### src/rtl/mmio_uart_tx.sv
// mmio_uart_tx: memory-mapped 8N1 UART transmitter with a byte FIFO.
// Stores to TXDATA queue bytes; STATUS exposes FIFO and line state.
module mmio_uart_tx #(
  parameter int unsigned CLKS_PER_BIT = 16,
  parameter int unsigned FIFO_DEPTH   = 8,
  parameter logic [31:0] BASE_ADR     = 32'hFFFF_0000
) (
  input  logic        clk,
  input  logic        reset,
  input  logic [31:0] data_adr,
  input  logic        write_enable,
  input  logic [31:0] WriteData,
  output logic [31:0] ReadData,
  output logic        sel,
  output logic        tx
);

  localparam int unsigned PW =
    (FIFO_DEPTH > 1) ? $clog2(FIFO_DEPTH) : 1;
  localparam int unsigned CW = PW + 1;
  localparam int unsigned BW =
    (CLKS_PER_BIT > 1) ? $clog2(CLKS_PER_BIT) : 1;

  localparam logic [CW-1:0] DEPTH_C  = CW'(FIFO_DEPTH);
  localparam logic [BW-1:0] BAUD_MAX = BW'(CLKS_PER_BIT - 1);

  localparam logic [1:0] OFS_TXDATA = 2'd0;
  localparam logic [1:0] OFS_STATUS = 2'd1;

  typedef enum logic [1:0] {
    S_IDLE,
    S_START,
    S_DATA,
    S_STOP
  } state_t;

  state_t        state;
  logic [7:0]    shift;
  logic [2:0]    bit_idx;
  logic [BW-1:0] baud;

  logic [7:0]    mem [FIFO_DEPTH];
  logic [PW-1:0] wr_ptr;
  logic [PW-1:0] rd_ptr;
  logic [CW-1:0] count;
  logic          overflow;

  logic [1:0]    ofs;
  logic          wr_txdata;
  logic          wr_status;
  logic          full;
  logic          empty;
  logic          busy;
  logic          push;
  logic          pop;
  logic [4:0]    cnt5;
  logic [31:0]   status;
  logic          unused_ok;

  // Address decode and register-level strobes.
  assign ofs       = data_adr[3:2];
  assign sel       = (data_adr[31:4] == BASE_ADR[31:4]);
  assign wr_txdata = sel & write_enable & (ofs == OFS_TXDATA);
  assign wr_status = sel & write_enable & (ofs == OFS_STATUS);

  // FIFO flags use pre-edge state, so a full push is
  // dropped even when the FSM pops on the same edge.
  assign full  = (count == DEPTH_C);
  assign empty = (count == '0);
  assign busy  = (state != S_IDLE);
  assign push  = wr_txdata & ~full;
  assign pop   = (state == S_IDLE) & ~empty;

  assign cnt5   = 5'(count);
  assign status = {19'd0, cnt5, 4'd0,
                   overflow, busy, empty, full};

  assign unused_ok = ^{data_adr[1:0], WriteData[31:8]};

  // Register read mux; anything but STATUS reads as zero.
  always_comb begin
    ReadData = '0;
    if (sel && ofs == OFS_STATUS) begin
      ReadData = status;
    end
  end

  // FIFO storage needs no reset: count gates every read.
  always_ff @(posedge clk) begin
    if (push) begin
      mem[wr_ptr] <= WriteData[7:0];
    end
  end

  // FIFO pointers and occupancy.
  always_ff @(posedge clk or posedge reset) begin
    if (reset) begin
      wr_ptr <= '0;
      rd_ptr <= '0;
      count  <= '0;
    end else begin
      if (push) begin
        wr_ptr <= wr_ptr + PW'(1);
      end
      if (pop) begin
        rd_ptr <= rd_ptr + PW'(1);
      end
      unique case (1'b1)
        (push & ~pop): count <= count + CW'(1);
        (pop & ~push): count <= count - CW'(1);
        default:       count <= count;
      endcase
    end
  end

  // Sticky overflow, set by a push into a full FIFO.
  always_ff @(posedge clk or posedge reset) begin
    if (reset) begin
      overflow <= 1'b0;
    end else if (wr_txdata & full) begin
      overflow <= 1'b1;
    end else if (wr_status & WriteData[3]) begin
      overflow <= 1'b0;
    end
  end

  // Frame FSM; tx is registered so the line never glitches.
  always_ff @(posedge clk or posedge reset) begin
    if (reset) begin
      state   <= S_IDLE;
      shift   <= '0;
      bit_idx <= '0;
      baud    <= '0;
      tx      <= 1'b1;
    end else begin
      unique case (state)
        S_IDLE: begin
          tx <= 1'b1;
          if (!empty) begin
            shift   <= mem[rd_ptr];
            bit_idx <= '0;
            baud    <= '0;
            tx      <= 1'b0;
            state   <= S_START;
          end
        end
        S_START: begin
          if (baud == BAUD_MAX) begin
            baud  <= '0;
            tx    <= shift[0];
            state <= S_DATA;
          end else begin
            baud <= baud + BW'(1);
          end
        end
        S_DATA: begin
          if (baud == BAUD_MAX) begin
            baud <= '0;
            if (bit_idx == 3'd7) begin
              tx    <= 1'b1;
              state <= S_STOP;
            end else begin
              shift   <= {1'b0, shift[7:1]};
              bit_idx <= bit_idx + 3'd1;
              tx      <= shift[1];
            end
          end else begin
            baud <= baud + BW'(1);
          end
        end
        S_STOP: begin
          tx <= 1'b1;
          if (baud == BAUD_MAX) begin
            baud  <= '0;
            state <= S_IDLE;
          end else begin
            baud <= baud + BW'(1);
          end
        end
        default: begin
          state <= S_IDLE;
          tx    <= 1'b1;
        end
      endcase
    end
  end

endmodule

### config.mk
export PLATFORM = sky130hd
export DESIGN_NAME = mmio_uart_tx
export DESIGN_NICKNAME = d
export VERILOG_FILES = /design/src/rtl/mmio_uart_tx.sv
export SDC_FILE = /design/constraint.sdc
export NUM_CORES = 1
export LEC_CHECK = 0
export CAP_MARGIN = 10
export CORE_MARGIN = 8
export CORE_UTILIZATION = 45
export CTS_CLUSTER_SIZE = 25
export DETAILED_ROUTE_END_ITERATION = 6
export MAX_ROUTING_LAYER = met4
export PLACE_DENSITY_LB_ADDON = 0.3
export SYNTH_ARGS = -nofsm -noshare
export SYNTH_HDL_FRONTEND = slang
export SYNTH_SLANG_ARGS = --single-unit
### constraint.sdc
create_clock -name clk -period 3 [get_ports clk]
set_clock_uncertainty 0.15 [all_clocks]
set_input_delay 0.9 -clock clk [delete_from_list [all_inputs] [get_ports clk]]
set_output_delay 0.9 -clock clk [all_outputs]
set_load 0.02 [all_outputs]
==> metrics.md, run 1 <==
| Metric | Value |
|---|---|
| Status | complete, but fails checks |
| Violations in the final reports | negative setup slack |
| Gr ovfl total | 0 |
| Core area | around 9600 µm² |
| Overall Power | roughly 0.0023 W |
| First DRT Iteration DRCs | slightly above 90 |
| Fin nets | 451 |
| Tightest Pin Transition | 0.790 ns |
| Htree depth | 3 |
| Ranking of synthesized cells by area | edfxtp_1, dfrtp_1, mux4_2, buf_4, ha_1 |
| Top-count cell post-synth | edfxtp_1 |
| Die height | 115 µm |
| Area occupied by multi-input gates | 1770 µm² |
| Largest net degree at the start of global routing | 30 |
| Met3 usage | 0.0268 |
| MaxCap Viol Count | 0 |
| Critical Path RT | approximately 2.0 ns |
| Area post-placement | between 5000 and 6000 µm² |
| # DRC | 0 |
| DIE WIDTH | 115 µm |
| Leakage | ~2.1 nW |
| Boundary Pins | between 100 and 150 |
| Layout area overhead | 28.1% |
| Initial antenna violation count | 0 |
| Synth Flop Type | edfxtp_1 |
| Period minus WS final | about 3.3 ns |
| Synth Area per Inst | roughly 15 µm² |
| Max-slew violation count | 0 |
| CTS root buffer | clkbuf_8 |
| Final worst-path cycle share | 1.11 |
| Share of cells above drive strength 1 | 0.340 |
| Mapped Cells | 293 |
| Number of diodes | 0 |
| Ys Warns | 0 |
| P_sw | just over 0.0005 W |
| Multiplexer share of the synthesized area | 0.136 |
| Post-Syn Area | 4390 µm² |
| CTS Buf Count | 9 |
| Cts hold-fix bufs | 0 |
| Max Clk Rate | between 0.3 and 0.4 GHz |
| Comb power frac | 0.043 |
| Total Wirelength | about 8600 µm |
| XOR/XNOR share of the synthesized area | 0.0199 |
| Synth Register Bits | between 90 and 100 |
| Finished Layout Cells | 510 |
| Crit path from | data_adr[15] |
| Routed length per instance | about 17 µm |
| Worst Setup Slack, final | -0.323 ns |
| Num Clock Sinks | 93 |
| Met2 usage | 0.216 |
| CTS Buffer Depth | 2 |
| Vias per std cell | between 5 and 6 |
| Gr usage total | 0.136 |
| Final Hold Fails | 0 |
| Rows | 36 |
| First-pass GRT wire length | 13200 µm |
| RSZ-0062 raised after global routing | yes |
| Antenna Violating Nets Remaining | 0 |
| Int Pwr | between 0.0015 and 0.002 W |
| Simple-gate area share of the yosys netlist | 0.0954 |
| Synthesized-area fraction occupied by adder cells | 0.0342 |
| Largest family of logic cells by synthesized area | multiplexers |
| Power density over cell area | 414 nW/µm² |
| FF/Latch Area | roughly 2600 µm² |
| Via count | 2612 |
| Worst min-delay path category | flip-flop to flip-flop |
| Fillers | 774 |
| Worst reg2reg path startpoint | count[1]$_DFFE_PP0P_ |
| Hold Crit Start | shift[6]$_DFFE_PP0P_ |
| Critical Path Fanout Max | 8 |
| Met1 Resource Use GR | 0.166 |
| Most used routing layer | met2 |
| Clk pwr share | 0.368 |
| CTS tree | built |
| Clock latency at the later pin of the worst-skew pair | around 0.36 ns |
| Seq/Total Area, Yosys | 0.603 |
| Register-to-Register Setup Slack | 0.49 ns |
| Commonest cells post-synth | edfxtp_1, dfrtp_1, buf_4 |
| CP Launch Type | primary input |
| Crit path kind | primary input to primary output |
| Worst-path clk slew | 0.09 ns |
| Peak supply drop | around 0.00025 V |
| RD Place Congestion | 0.767 |
| Setup-failing EPs final | 9 |
| TNS Setup | -2.52 ns |
| Dpl cells | a little under 500 |
| Initial Util | 0.456 |
| Nature of the critical path endpoint | primary output |
| Post-synthesis compound-gate area fraction | 0.0476 |
| Port Buf Inserts | 50 |
| Crit path DAT | about 2.3 ns |
| Vias in the first global route | 2612 |
| Synth area leader | edfxtp_1 |
| Final instance area | 5630 µm² |
| Pre-antenna DRT Iters | 4 |
| Switching share of total power | 0.222 |
| Post-synth EDFFs | 64 |
| Netlist cell types | 48 |
| Hold Slack | roughly 0.37 ns |
| Area share of the largest cell type after synthesis | 0.438 |
| Die ar. | roughly 13000 µm² |
| Sequential power share | 0.589 |
| Slew headroom | 0.474 |
| Ys async rst share | 0.312 |
| Post-DP HPWL | 5820 µm |
==> worst max-delay path, stage by stage <==
cell,delay (ns)
buf_6,0.09
or4b_4,0.53
nor4_4,0.16
nand4b_1,0.15
buf_6,0.20
nor2_4,0.12
buf_6,0.12
==> what timing repair did <==
item	in CTS	in global routing
hold endpoints to repair	0	0
gates resized for setup	112	31
gates cloned	0	0
setup buffers	6	1
endpoints found under the setup margin	76	77
pin swaps	12	16
==> final cells by class <==
class / count / area share
Tap cell: 133 / 0.0296
Sequential cell: 93 / 0.471
Clock inverter: 7 / 0.0147
Clock buffer: 9 / 0.0220
Timing Repair Buffer: 80 / 0.140
Multi-Input combinational cell: 176 / 0.315
Inverter: 12 / 0.00801
==> cells by family after synthesis <==
logic type,after synthesis
xor gates and xnor gates,10
adders and majority gates,12
AOI/OAI and AO/OA,35
muxes,38
and+or+nand+nor,57
other,1
DFF,93
buffers and inverters,47
==> final timing paths <==
check | endpoint | cells after the start
min reg2reg | shift[6]$_DFFE_PP0P_ | 2
min | shift[6]$_DFFE_PP0P_ | 2
min in group asynchronous | rd_ptr[1]$_DFFE_PP0P_ | 3
max reg2reg | count[2]$_DFFE_PP0P_ | 11
max | ReadData[1] | 7
max in group asynchronous | tx$_DFFE_PP1P_ | 3
==> state kept, by name (all words and copies together), names as in the netlist <==
register	count
count	4
overflow	1
baud	4
wr_ptr	3
rd_ptr	3
tx	1
state	2
bit_idx	3
mem	64
shift	8
==> layer usage <==
metal | part of all wire | up-vias
met2 | 0.50 | 66
met1 | 0.44 | 1314
li1 | - | 1222
met5 | 0 | -
met3 | 0.042 | 10
met4 | 0.019 | 0
==> per-stage QoR <==
| step | setup slack, ns | util |
|---|---|---|
| global route | -0.374 | 0.584 |
| finish | -0.323 | 0.584 |
| floorplan | -0.446 | - |
| CTS | -0.321 | 0.579 |
| global placement | -1.13 | 0.549 |
| detailed placement | -1.14 | 0.549 |
==> layout by cell type (no fill, tap or decap), types with 3 or more instances in the layout <==
cell,count
nor2_4,8
inv_1,12
nor4_4,4
nor4b_4,4
ha_1,9
nand2_1,6
nand4b_1,4
nand3_1,4
buf_6,15
conb_1,24
dfrtp_1,28
clkbuf_8,9
nor2_1,4
clkdlybuf4s50_1,11
mux4_2,16
o21ai_0,21
buf_12,7
nand4_1,3
mux2i_1,9
o31ai_1,3
clkbuf_2,7
xnor2_1,6
clkdlybuf4s15_1,3
xor2_1,3
buf_2,3
dlygate4sd2_1,13
buf_4,18
mux2_2,13
dlymetal6s2s_1,3
edfxtp_1,64
==> power groups by stage <==
stage               sequential [W]  combinational (W)  clock, W
floorplan                  0.00140          0.0000612         0
global placement           0.00140           0.000104         0
finish                     0.00137          0.0000993  0.000857
detailed placement         0.00140           0.000106         0
CTS                        0.00137          0.0000954  0.000879
global route               0.00137           0.000107  0.000920
Note: power is estimated with default switching activity, not from simulation.
==> inputs of run 2 (changes only) <==
--- a/config.mk
+++ b/config.mk
@@ -12,6 +12,8 @@
 export DETAILED_ROUTE_END_ITERATION = 6
 export MAX_ROUTING_LAYER = met4
 export PLACE_DENSITY_LB_ADDON = 0.3
+export SKIP_CTS_REPAIR_TIMING = 1
+export SLEW_MARGIN = 30
 export SYNTH_ARGS = -nofsm -noshare
 export SYNTH_HDL_FRONTEND = slang
 export SYNTH_SLANG_ARGS = --single-unit
==> run 2 against run 1 <==
Against the previous run: the run still ends with negative setup slack left; critical endpoint is now ReadData[11]; wire length up 0.86%; largest cell class unchanged; via count decreased by 0.31%; critical path depth unchanged; setup slack worse by 0.0026 ns; core utilization rose by 1.0 points.
==> metrics.md, run 2 (synthesized netlist as in run 1, its figures left out) <==
| Metric | Value |
|---|---|
| Status | complete, but fails checks |
| Violations in the final reports | negative setup slack |
| Worst Setup Slack, final | -0.326 ns (-0.00264 ns) |
| Fillers | 752 (-2.8%) |
| Num Clock Sinks | 93 (unchanged) |
| Largest net degree at the start of global routing | 30 (unchanged) |
| Initial Util | 0.456 (unchanged) |
| Finished Core Util | 0.594 (+0.0103) |
| Final Hold Fails | 0 (unchanged) |
| Max reg flops | 64 (unchanged) |
| Total Wirelength | 8700 µm (+0.86%) |
| CTS Buf Count | 9 (unchanged) |
| Max-slew violation count | 0 (unchanged) |
| RD Place Congestion | 0.767 (unchanged) |
| First DRT Iteration DRCs | 84 (-8.7%) |
| Htree depth | 3 (unchanged) |
| Clock latency at the later pin of the worst-skew pair | 0.36 ns (about the same) |
| Layout area overhead | 30.4% |
| Die ar. | 13200 µm² (unchanged) |
| CP Launch Type | primary input |
| First-pass GRT wire length | 12700 µm (-3.7%) |
| # DRC | 0 (unchanged) |
| Gr ovfl total | 0 (unchanged) |
| DIE WIDTH | 115 µm (unchanged) |
| Rows | 36 (unchanged) |
| Setup-failing EPs final | 9 (unchanged) |
| CTS Buffer Depth | 2 (unchanged) |
| Largest regs | mem: 64 flops, shift: 8 flops |
| Critical Path RT | 1.95 ns (about the same) |
| Crit path kind | primary input to primary output |
| Final worst-path cycle share | 1.11 (about the same) |
| Via count | 2604 (-0.31%) |
| CTS tree | built |
| Fin nets | 452 (+0.22%) |
| Routed length per instance | 17.0 µm (+0.66%) |
| Boundary Pins | 101 (unchanged) |
| Peak supply drop | 0.000255 V (+0.25%) |
| Slew headroom | 0.472 (-0.00187) |
| MaxCap Viol Count | 0 (unchanged) |
| CTS root buffer | clkbuf_8 |
| Vias in the first global route | 2538 (-2.8%) |
| Power density over cell area | 408 nW/µm² (-1.5%) |
| Register-to-Register Setup Slack | 0.49 ns (about the same) |
| Tightest Pin Transition | 0.793 ns (+0.00281 ns) |
| Post-DP HPWL | 5820 µm (unchanged) |
| Critical Path Fanout Max | 8 (unchanged) |
| Hold Slack | 0.366 ns (+0.000366 ns) |
| Pre-antenna DRT Iters | 4 (unchanged) |
| Antenna Violating Nets Remaining | 0 (unchanged) |
| Vias per std cell | 5.10 (-0.50%) |
| Overall Power | 0.00233 W (+0.26%) |
| Period minus WS final | 3.33 ns (+0.00264 ns) |
| Share of cells above drive strength 1 | 0.317 (-0.0221) |
| Leading cell type in the layout, fill and taps excluded | edfxtp_1 |
| Core area | 9640 µm² (unchanged) |
| Most frequent cells in the layout | edfxtp_1, dfrtp_1, dlymetal6s2s_1 |
| Leakage | 2.32 nW (+8.4%) |
| RSZ-0062 raised after global routing | yes |
| Port Buf Inserts | 50 (unchanged) |
| Worst-path clk slew | 0.09 ns (about the same) |
| Number of diodes | 0 (unchanged) |
| Nature of the critical path endpoint | primary output |
| Register with the most flip-flops | mem |
| Die height | 115 µm (unchanged) |
| Crit path DAT | 2.28 ns (about the same) |
| Worst min-delay path category | flip-flop to flip-flop |
| Max Clk Rate | 0.301 GHz (about the same) |
| Gr usage total | 0.131 (-0.00477) |
| Initial antenna violation count | 0 (unchanged) |
run 2: final cells by class:
cell class	count	area, µm²	share of cell area
flip-flops and latches	93	2650	0.463
well taps	133	166	0.0291
clock inverters	7	82.6	0.0144
clock buffers	9	124	0.0216
multi-input cells	176	1760	0.307
repair buffers	81	900	0.157
inverters	12	45.0	0.00787
run 2: metrics by stage:
stage / worst slack (ns) / instances / TNS, ns / instance area (µm²)
floorplan: -0.446 / 316 / -5.68 / 4580
global placement: -1.13 / 490 / -43.81 / 5290
detailed placement: -1.14 / 490 / -46.00 / 5290
CTS: -1.14 / 506 / -19.50 / 5490
global route: -0.384 / 511 / -3.23 / 5730
finish: -0.326 / 511 / -2.63 / 5730
run 2: final timing paths:
| path | from | to | cells after the start |
|---|---|---|---|
| max | data_adr[15] | ReadData[11] | 7 |
| min | shift[6]$_DFFE_PP0P_ | shift[6]$_DFFE_PP0P_ | 2 |
| max reg2reg | count[1]$_DFFE_PP0P_ | count[2]$_DFFE_PP0P_ | 11 |
| min reg2reg | shift[6]$_DFFE_PP0P_ | shift[6]$_DFFE_PP0P_ | 2 |
| max in group asynchronous | reset | tx$_DFFE_PP1P_ | 3 |
| min in group asynchronous | reset | count[3]$_DFFE_PP0P_ | 3 |
run 2: per-layer routing:
| metal | share of wire | vias up | track usage | routed length [µm] |
|---|---|---|---|---|
| li1 | - | 1223 | - | - |
| met1 | 0.44 | 1311 | 0.160 | 3790 |
| met2 | 0.51 | 62 | 0.209 | 4450 |
| met3 | 0.037 | 8 | 0.0268 | 326 |
| met4 | 0.015 | 0 | 0.0569 | 129 |
| met5 | 0 | - | - | 0 |
run 2: where the power goes:
part / internal [W] / switching [W] / leakage, nW
clock: 0.000398 / 0.000457 / 0.0984
combinational: 0.0000486 / 0.0000588 / 1.29
sequential: 0.00137 / 0.0000000000101 / 0.932
total: 0.00182 / 0.000516 / 2.32
run 2: critical path, stage by stage:
cell and delay [ns]:
buf_6 0.09, or4b_4 0.53, nor4_4 0.18, nand4b_1 0.15, buf_6 0.19, nor2_4 0.11, buf_6 0.12
